**src/rtl/uart_rx_cmd_parser.sv**
```systemverilog
// uart_rx_cmd_parser: framed UART command parser with CRC-8 and CORDIC start/enable/reset control.
// Define UART_RX_CMD_TIMEOUT_EN to abort a message after TIMEOUT_CYC idle cycles between bytes.
module uart_rx_cmd_parser #(
  parameter int         THETA_BYTES = 6,
  parameter logic [7:0] CRC_POLY    = 8'h9B,
  parameter int         TIMEOUT_CYC = 1_000_000
) (
  input  logic                       i_clk,
  input  logic                       i_rst,
  input  logic [7:0]                 i_rx_byte,
  input  logic                       i_rx_byte_valid,
  input  logic                       i_rx_err,
  output logic [7:0]                 o_cmd,
  output logic                       o_cmd_valid,
  output logic [7:0]                 o_burst_cnt,
  output logic                       o_burst_cnt_valid,
  output logic                       o_msg_ok,
  output logic                       o_msg_err,
  output logic [1:0]                 o_err_code,
  output logic                       o_cordic_start,
  output logic [8*THETA_BYTES-1:0]   o_cordic_theta,
  output logic                       o_cordic_pipeline_en,
  output logic                       o_cordic_rst_n
);
  localparam int TW = 8 * THETA_BYTES;
  typedef enum logic [2:0] {S_HEADER, S_CMD, S_BURST_N, S_PAYLOAD, S_CRC} state_t;
  state_t        state;
  logic [7:0]    crc, crc_next, sample_cnt;
  logic [3:0]    byte_cnt;
  logic [TW-1:0] stage, stage_next;
  logic          is_burst, byte_ok, last_byte, known, tmo, abort;
  logic [1:0]    abort_code;
  function automatic logic [7:0] crc8_byte(input logic [7:0] c, input logic [7:0] b);
    logic [7:0] x;
    x = c ^ b;
    for (int k = 0; k < 8; k++) x = x[7] ? ((x << 1) ^ CRC_POLY) : (x << 1);
    return x;
  endfunction
  assign byte_ok    = i_rx_byte_valid && !i_rx_err;
  assign crc_next   = crc8_byte(crc, i_rx_byte);
  assign stage_next = (stage >> 8) | (TW'(i_rx_byte) << (TW - 8));
  assign last_byte  = byte_cnt == 4'(THETA_BYTES - 1);
  assign known      = i_rx_byte inside {8'hD1, 8'hD2, 8'hE1, 8'hE2};
`ifdef UART_RX_CMD_TIMEOUT_EN
  localparam int TCW = $clog2(TIMEOUT_CYC);
  logic [TCW-1:0] idle_cnt;
  always_ff @(posedge i_clk or posedge i_rst)
    if (i_rst) idle_cnt <= '0;
    else idle_cnt <= (abort || byte_ok || state == S_HEADER) ? '0 : idle_cnt + 1'b1;
  assign tmo = state != S_HEADER && !byte_ok && idle_cnt == TCW'(TIMEOUT_CYC - 1);
`else
  assign tmo = TIMEOUT_CYC < 0;
`endif
  always_comb begin
    abort      = 1'b0;
    abort_code = 2'b00;
    if (i_rx_err && state != S_HEADER) begin
      abort      = 1'b1;
      abort_code = 2'b11;
    end else if (tmo) begin
      abort      = 1'b1;
      abort_code = 2'b10;
    end else if (byte_ok) begin
      abort      = (state == S_CMD && !known) || (state == S_BURST_N && i_rx_byte == 8'h00) ||
                   (state == S_CRC && crc_next != 8'h00);
      abort_code = state == S_CRC ? 2'b01 : 2'b00;
    end
  end
  always_ff @(posedge i_clk or posedge i_rst) begin
    if (i_rst) begin
      state                <= S_HEADER;
      crc                  <= '0;
      sample_cnt           <= '0;
      byte_cnt             <= '0;
      stage                <= '0;
      is_burst             <= 1'b0;
      o_cmd                <= '0;
      o_cmd_valid          <= 1'b0;
      o_burst_cnt          <= '0;
      o_burst_cnt_valid    <= 1'b0;
      o_msg_ok             <= 1'b0;
      o_msg_err            <= 1'b0;
      o_err_code           <= '0;
      o_cordic_start       <= 1'b0;
      o_cordic_theta       <= '0;
      o_cordic_pipeline_en <= 1'b1;
      o_cordic_rst_n       <= 1'b0;
    end else begin
      o_cmd_valid       <= 1'b0;
      o_burst_cnt_valid <= 1'b0;
      o_msg_ok          <= 1'b0;
      o_msg_err         <= 1'b0;
      o_cordic_start    <= 1'b0;
      o_cordic_rst_n    <= 1'b1;
      if (abort) begin
        o_msg_err      <= 1'b1;
        o_err_code     <= abort_code;
        o_cordic_rst_n <= 1'b0;
        crc            <= '0;
        sample_cnt     <= '0;
        byte_cnt       <= '0;
        stage          <= '0;
        state          <= S_HEADER;
      end else if (i_rx_err) begin
        crc <= '0;
      end else if (byte_ok) begin
        crc <= crc_next;
        case (state)
          S_HEADER: begin
            crc   <= i_rx_byte == 8'h5A ? crc_next : 8'h00;
            state <= i_rx_byte == 8'h5A ? S_CMD : S_HEADER;
          end
          S_CMD: begin
            o_cmd       <= i_rx_byte;
            o_cmd_valid <= 1'b1;
            is_burst    <= i_rx_byte == 8'hD2;
            state       <= i_rx_byte == 8'hD1 ? S_PAYLOAD : i_rx_byte == 8'hD2 ? S_BURST_N : S_CRC;
          end
          S_BURST_N: begin
            o_burst_cnt       <= i_rx_byte;
            o_burst_cnt_valid <= 1'b1;
            sample_cnt        <= i_rx_byte;
            state             <= S_PAYLOAD;
          end
          S_PAYLOAD: begin
            stage    <= stage_next;
            byte_cnt <= last_byte ? 4'd0 : byte_cnt + 1'b1;
            if (last_byte) begin
              o_cordic_theta <= stage_next;
              o_cordic_start <= 1'b1;
              sample_cnt     <= is_burst ? sample_cnt - 1'b1 : sample_cnt;
              state          <= (!is_burst || sample_cnt == 8'd1) ? S_CRC : S_PAYLOAD;
            end
          end
          default: begin
            crc                  <= '0;
            o_msg_ok             <= 1'b1;
            o_cordic_pipeline_en <= o_cmd == 8'hE2 ? 1'b1 : o_cmd == 8'hE1 ? 1'b0 : o_cordic_pipeline_en;
            o_cordic_rst_n       <= o_cmd != 8'hE1;
            state                <= S_HEADER;
          end
        endcase
      end
    end
  end
endmodule

```
**config.mk**
```make
export PLATFORM = sky130hd
export DESIGN_NAME = uart_rx_cmd_parser
export DESIGN_NICKNAME = d
export VERILOG_FILES = /design/src/rtl/uart_rx_cmd_parser.sv
export SDC_FILE = /design/constraint.sdc
export NUM_CORES = 1
export LEC_CHECK = 0
export ABC_AREA = 1
export BUFFER_PORTS_ARGS = -buffer_cell sky130_fd_sc_hd__buf_4
export CORE_MARGIN = 2
export CORE_UTILIZATION = 57
export CTS_CLUSTER_SIZE = 12
export DETAILED_ROUTE_END_ITERATION = 6
export PLACE_DENSITY_LB_ADDON = 0.05
export SLEW_MARGIN = 40
export SYNTH_ARGS = -nofsm -noshare
export SYNTH_HDL_FRONTEND = slang
export SYNTH_SLANG_ARGS = --single-unit
```
**constraint.sdc**
```tcl
create_clock -name i_clk -period 4.4 [get_ports i_clk]
set_clock_uncertainty 0.2 [all_clocks]
set_input_delay 0 -clock i_clk [delete_from_list [all_inputs] [get_ports i_clk]]
set_output_delay 0 -clock i_clk [all_outputs]
set_load 0.05 [all_outputs]
```
# After elaboration in Yosys (flattened, before gate mapping)
# Index checks and enable logic that the tools add are counted.
[op_classes]
n_shift = 0
reduce_logical = 30
div_mod_pow = 0
addsub = 2
bitwise_logic = 13
n_mux = 66
magnitude_cmp = 0
eq_ne = 17
mul = 0
[op_table]
columns = ["cell", "n"]
rows = [
  ["2-to-1 mux 48 bit", 4],
  ["2-to-1 mux 8 bit", 17],
  ["equality test 8 bit, second input constant", 6],
  ["OR 40 x 48 -> 48 bit", 1],
  ["inverter 5 bit", 8],
  ["case mux 8 bit (2 select lines)", 2],
  ["2-to-1 mux 1 bit", 29],
  ["2-to-1 mux 3 bit", 7],
  ["2-to-1 mux 4 bit", 5],
  ["AND reduction 5 bit", 3],
  ["case mux 3 bit (4 select lines)", 1],
  ["nonzero test 3 bit", 3],
  ["equality test 8 x 1 -> 1 bit, second input constant", 1],
  ["equality test 8 x 7 -> 1 bit, second input constant", 1],
  ["zero test 8 bit", 1],
  ["inequality test 8 bit, second input constant", 1],
  ["AND reduction 4 bit", 2],
  ["nonzero test 8 bit", 1],
  ["subtractor 8 x 1 -> 8 bit, second input constant", 1],
  ["XOR 8 bit", 1],
  ["equality test 3 x 2 -> 1 bit, second input constant", 2],
  ["inequality test 3 bit, second input constant", 2],
  ["AND reduction 3 bit", 2],
  ["nonzero test 2 bit", 3],
  ["other kinds (14)", 24],
]
[word_totals]
ff_bits = 145
rom_bits = 0
latch_bits = 0
ram_bits = 0
in_bits = 12
out_inout_bits = 73
memories = 0
word_cells = 145

# Depth between registers and ports, before layout
[depth]
ltp_word = 24
mapped_depth = 29
ltp_nobuf = 28

# Least setup slack after synthesis
# No wires, ideal clock.
[synth_timing]
kind = "reg-to-reg"
start = "reg crc[6]"
end = "reg stage[38]"
path_slack_ps = 1227
path_stages_with_launch = 29
period_less_slack_ps = 3173
arrival_time_ps = 2890
required_time_ps = 4117
setup_time_ps = 83
n_path_buf = 1
cell_sequence = "dfrtp_1 inv_1 nand2_1 nand2_1 nand2_2 nand2_2 nor2_4 nor2_2 xor2_1 xor2_1 ha_1 inv_1 nand3_1 nand2_1 nand2_1 nand2_1 nand2_1 nor2_1 nand3_1 nand2_1 nand2_2 nand2_4 nand2_4 inv_6 nand2_8 inv_6 buf_6 nand2_1 o21ai_0"
[synth_between]
elab_chain_cells = 20
word_cells_on_any_way = 26
classes_between = "eq/ne (1); mux (11); bitwise (8); reduce/logical (6)"
[synth_lines]
columns = ["element", "line_no", "source"]
rows = [
  ["start: declaration", "28", "logic [7:0] crc, crc_next, sample_cnt;"],
  ["start signal: assignment", "107", "crc <= crc_next;"],
  ["start signal: assignment", "110", "crc <= i_rx_byte == 8'h5A ? crc_next : 8'h00;"],
  ["XOR 8 bit (*)", "35", "x = c ^ b;"],
  ["inverter 5 bit (no line)", "n/a", ""],
  ["2-to-1 mux 8 bit (*) (2 in series)", "36", "for (int k = 0; k < 8; k++) x = x[7] ? ((x << 1) ^ CRC_POLY) : (x << 1);"],
  ["inverter 5 bit (no line) or 2-to-1 mux 8 bit (tied branches)", "n/a", ""],
  ["2-to-1 mux 8 bit (*) (3 in series)", "36", ""],
  ["inverter 5 bit (no line) or 2-to-1 mux 8 bit (tied branches)", "n/a", ""],
  ["2-to-1 mux 8 bit (*) (2 in series)", "36", ""],
  ["inverter 5 bit (no line) or 2-to-1 mux 8 bit (tied branches)", "n/a", ""],
  ["2-to-1 mux 8 bit (*)", "36", ""],
  ["nonzero test 8 bit (*)", "65", "(state == S_CRC && crc_next != 8'h00);"],
  ["logical AND 1 bit (*)", "65", ""],
  ["logical OR 1 bit (*)", "64", "abort = (state == S_CMD && !known) || (state == S_BURST_N && i_rx_byte == 8'h00) ||"],
  ["2-to-1 mux 1 bit (*)", "63", "end else if (byte_ok) begin"],
  ["2-to-1 mux 1 bit (*)", "57", "if (i_rx_err && state != S_HEADER) begin"],
  ["inequality test 2 x 1 -> 1 bit (no line) or nonzero test 2 bit (tied branches)", "n/a", ""],
  ["AND reduction 3 bit (no line)", "n/a", ""],
  ["end signal: assignment", "126", "stage <= stage_next;"],
  ["end: declaration", "30", "logic [TW-1:0] stage, stage_next;"],
]
# Every way passes the cells marked *; elsewhere a longest branch is shown, timed or not.
# A chain may end at the register's enable or synchronous reset.

# Final worst setup path
[layout_timing]
start = "reg crc[6]"
end = "reg o_burst_cnt[7]"
[layout_between]
elab_chain_cells = 20
word_cells_on_any_way = 23
classes_between = "mux (10); bitwise (9); reduce/logical (4)"
[layout_lines]
columns = ["element", "line_no", "source"]
rows = [
  ["XOR 8 bit (*)", "35", ""],
  ["inverter 5 bit (no line)", "n/a", ""],
  ["2-to-1 mux 8 bit (*) (2 in series)", "36", ""],
  ["inverter 5 bit (no line) or 2-to-1 mux 8 bit (tied branches)", "n/a", ""],
  ["2-to-1 mux 8 bit (*) (3 in series)", "36", ""],
  ["inverter 5 bit (no line) or 2-to-1 mux 8 bit (tied branches)", "n/a", ""],
  ["2-to-1 mux 8 bit (*) (2 in series)", "36", ""],
  ["inverter 5 bit (no line) or 2-to-1 mux 8 bit (tied branches)", "n/a", ""],
  ["2-to-1 mux 8 bit (*)", "36", ""],
  ["nonzero test 8 bit (*)", "65", ""],
  ["logical AND 1 bit (*)", "65", ""],
  ["logical OR 1 bit (*)", "64", ""],
  ["2-to-1 mux 1 bit (*)", "63", ""],
  ["2-to-1 mux 1 bit (*)", "57", ""],
  ["inverter 1 bit (no line) (*)", "n/a", ""],
  ["AND reduction 4 bit (no line) (*)", "n/a", ""],
  ["end signal: assignment", "120", "o_burst_cnt <= i_rx_byte;"],
  ["end: declaration", "15", "output logic [7:0] o_burst_cnt,"],
]
# Marked as above.

==> metrics.md <==
| Metric | Value |
|---|---|
| Outcome | completed |
| Initial Utilization | 0.5904 |
| Input/output buffers | 84 |
| Initial antenna violation count | 0 |
| EDFF count, synth | 0 |
| Number of global-route vias before repair | 5072 |
| Reg2Reg Setup Slack | about 0.42 ns |
| Routed WL | between 10000 and 15000 um |
| Min-Delay Path Class | in2reg |
| Die Ht | 107.6 um |
| Synth Cell Area | 0.006122 mm2 |
| Syn Inst Count | 713 |
| Htree depth | 4 |
| Largest net degree at the start of global routing | 81 |
| Worst hold margin | 0.1359 ns |
| DRT antenna net count | 0 |
| Worst Tran Pin Value | approximately 0.7 ns |
| Fin Setup TNS | 0 ns |
| First DRT Iteration DRCs | 335 |
| Critical path type | reg2reg |
| Die area | 0.01159 mm2 |
| Area of the multi-input gates | approximately 0.0023 mm2 |
| Min Tclk post-route | ~4.0 ns |
| FFs w/ async S/R, synth | 1.000 |
| Setup crit start kind | flip-flop |
| Max Root-Sink Buffers | 2 |
| Fin cells | 966 |
| Final Hold Fails | 0 |
| First-pass GRT wire length | 24470 um |
| DR pass1 iterations | 6 |
| Clock slew seen by the registers of the worst setup and hold paths | 0.06 ns |
| Syn avg cell area | 8.586 um2 |
| All-Layer GR Usage | 0.2760 |
| Worst Path Max Fanout | 12 |
| Synth warn | 0 |
| Die extent in x | 107.6 um |
| Final worst path period share | 0.9039 |
| Worst reg2reg path depth | 25 |
| CP dominant cell by count | nand2_1 |
| Headroom to the max-slew limit | 0.5435 |
| Final net count | 834 |
| Hpwl dp | 10350 um |
| Placed cell count | 915 |
| Antenna Cells | 0 |
| Number of cells on the critical path | 25 |
| CP max stage cell | dlygate4sd3_1 |
| Global route total overflow | 0 |
| Cell variety after synth | 40 |
| Layout cells sized above 1 | 0.1880 |
| DRC viols | 0 |
| Total CTS buffers | 17 |
| Routed WL per cell | 15.45 um |
| R2r startpoint | crc[6] |
| Core area | 0.01037 mm2 |
| Maximum VDD drop | 0.3622 mV |
| Drt via density | 5.312 |
| Root buf cell | clkbuf_8 |
| End of the worst register-to-register path | o_burst_cnt[7] |
| Register area share after synthesis | 0.5602 |
| Register area | 0.003430 mm2 |
| Final Max Tran Viols | 0 |
| Crit. End Element | flip-flop |
| Fillers | 826 |
| Pwr dens | 603.0 mW/mm2 |
| Number of synthesized register bits | 137 |
| CTS tree | yes |
| Synthesis-to-layout area growth | 24.89% |
| Site Rows | 37 |
| Synthesized Nets | 730 |
| Number of placed I/O pins | between 80 and 90 |
| Sink Count | 137 |
| Gpl congestion | ~0.89 |
| Post-synth top flop | dfrtp_1 |
| Worst skew pair latency | 0.52 ns |
| Worst Setup EP | o_burst_cnt[7] |
| Max cap viols | 0 |
| Final Setup Violations | 0 |
| Detailed-route via count | 5131 |
| Number of buffers and inverters on the critical path | 4 |
| CP max stage delay | 0.55 ns |
| Required @ worst endpoint | 4.59 ns |
| Crit path arrival time | between 4 and 5 ns |
| Critical Path Source | crc[6] |
| Max Freq | 251.4 MHz |
| Critical path's top delay family | simple AND/OR/NAND/NOR gates |
| Pleak | around 3.9 nW |
| RSZ-0062 raised after global routing | no |
flip-flops by register name (all words and copies together), names as in the netlist:
name,cells
o_err_code,2
byte_cnt,4
sample_cnt,8
state,3
o_msg_err,1
is_burst,1
o_msg_ok,1
o_cmd,8
o_cordic_theta,48
crc,8
stage,40
o_cordic_pipeline_en,1
o_burst_cnt,8
o_cordic_start,1
o_cordic_rst_n,1
o_burst_cnt_valid,1
o_cmd_valid,1
cell families after synthesis:
logic type               Yosys count  synth area share
flip-flops                       137            0.5602
AO/OA/AOI/OAI                    118            0.1042
XOR/XNOR                          14           0.02003
adder cells (fa/ha/maj)            5           0.01022
buffers and inverters            106           0.06928
AND/OR/NAND/NOR                  333            0.2361
worst min-delay path: stages:
cell and delay (ns):
dlygate4sd3_1 0.52, buf_4 0.16, o21ai_0 0.09, inv_1 0.05
cells in the mapped netlist, types with 2 or more instances:
library cell  number  area, um2
xnor2_1            5      43.79
nor4_1             6      37.54
nand4_1           11      68.82
nand2_4            2      22.52
nor2_1            36      135.1
ha_1               5      62.56
inv_6              2      17.52
nand2_2            7      43.79
o21ai_1           18      90.09
xor2_1             9      78.83
inv_2             10      37.54
nand3_2            3      30.03
nand2_1          236      885.9
o21ai_0           68      340.3
buf_2              4      20.02
nand3_1           16      80.08
a31oi_1            3      18.77
nor2_4             2      22.52
nor3_1             7      35.03
o22ai_1           20      125.1
a21oi_1            3      15.01
clkbuf_1          15      56.30
dfrtp_1          136       3403
inv_1             72      270.3
o211ai_1           2      15.01
stage by stage:
step / total power [mW] / cell area, um2 / util / setup WS [ns]
after floorplan: 2.809 / 6122 / - / 0.5338
after global placement: 3.147 / 6853 / 0.6608 / 0.7454
after detailed placement: 3.175 / 6855 / 0.6611 / 0.6601
after CTS: 4.603 / 7619 / 0.7347 / 0.2267
after global routing: 4.887 / 7646 / 0.7373 / 0.02821
final: 4.611 / 7646 / 0.7373 / 0.4228
area by class of cell:
class / count / share of cell area
Sequential cell: 137 / 0.4485
Multi-Input combinational cell: 470 / 0.2993
Timing Repair Buffer: 106 / 0.1100
Clock buffer: 19 / 0.05776
Inverter: 85 / 0.04369
Tap cell: 136 / 0.02225
Clock inverter: 13 / 0.01849
cells in the final DEF, fill, tap and decap left out, types with 3 or more instances in the layout:
cell type and count:
nor2_1 36, nand2_1 236, a31oi_1 3, inv_2 10, xor2_1 9, dlygate4sd3_1 18, clkinv_2 3, ha_1 5
nand4_1 11, inv_6 6, nor4_1 6, clkbuf_16 16, nor3_1 7, clkinvlp_4 3, buf_4 88, o21ai_1 18
o22ai_1 20, o21ai_0 68, dfrtp_1 136, xnor2_1 5, nand3_1 15, clkbuf_8 3, a21oi_1 3, inv_1 70
nand2_2 7
report_power, final:
group | switching, mW | internal, mW
registers | 0.136 | 1.45
logic | 1.13 | 0.508
clock network | 0.552 | 0.841
per-layer routing:
metal / routed length, um / track usage
met1: 6418 / 0.3474
met2: 7415 / 0.4632
met3: 785 / 0.06053
met4: 302 / 0.1126
met5: 0 / 0
repair_timing:
item | 4_1_cts | 5_1_grt
setup buffers | 0 | 1
hold buffers | 18 | 0
hold endpoints to repair | 106 | 0
resized for setup | 0 | 4
setup endpoints to repair | 0 | 4
worst min path at each step:
stage / startpoint / to / depth (start not counted)
floorplan: i_rx_byte[0] / o_cmd[0] / 2
global placement: i_rst / o_cordic_theta[37] / 2
detailed placement: i_rst / o_cordic_theta[36] / 2
CTS: i_rx_byte[5] / o_cmd[5] / 4
global route: i_rx_byte[5] / o_cmd[5] / 4
finish: i_rx_byte[5] / o_cmd[5] / 4
(Power assumes the default switching activity.)
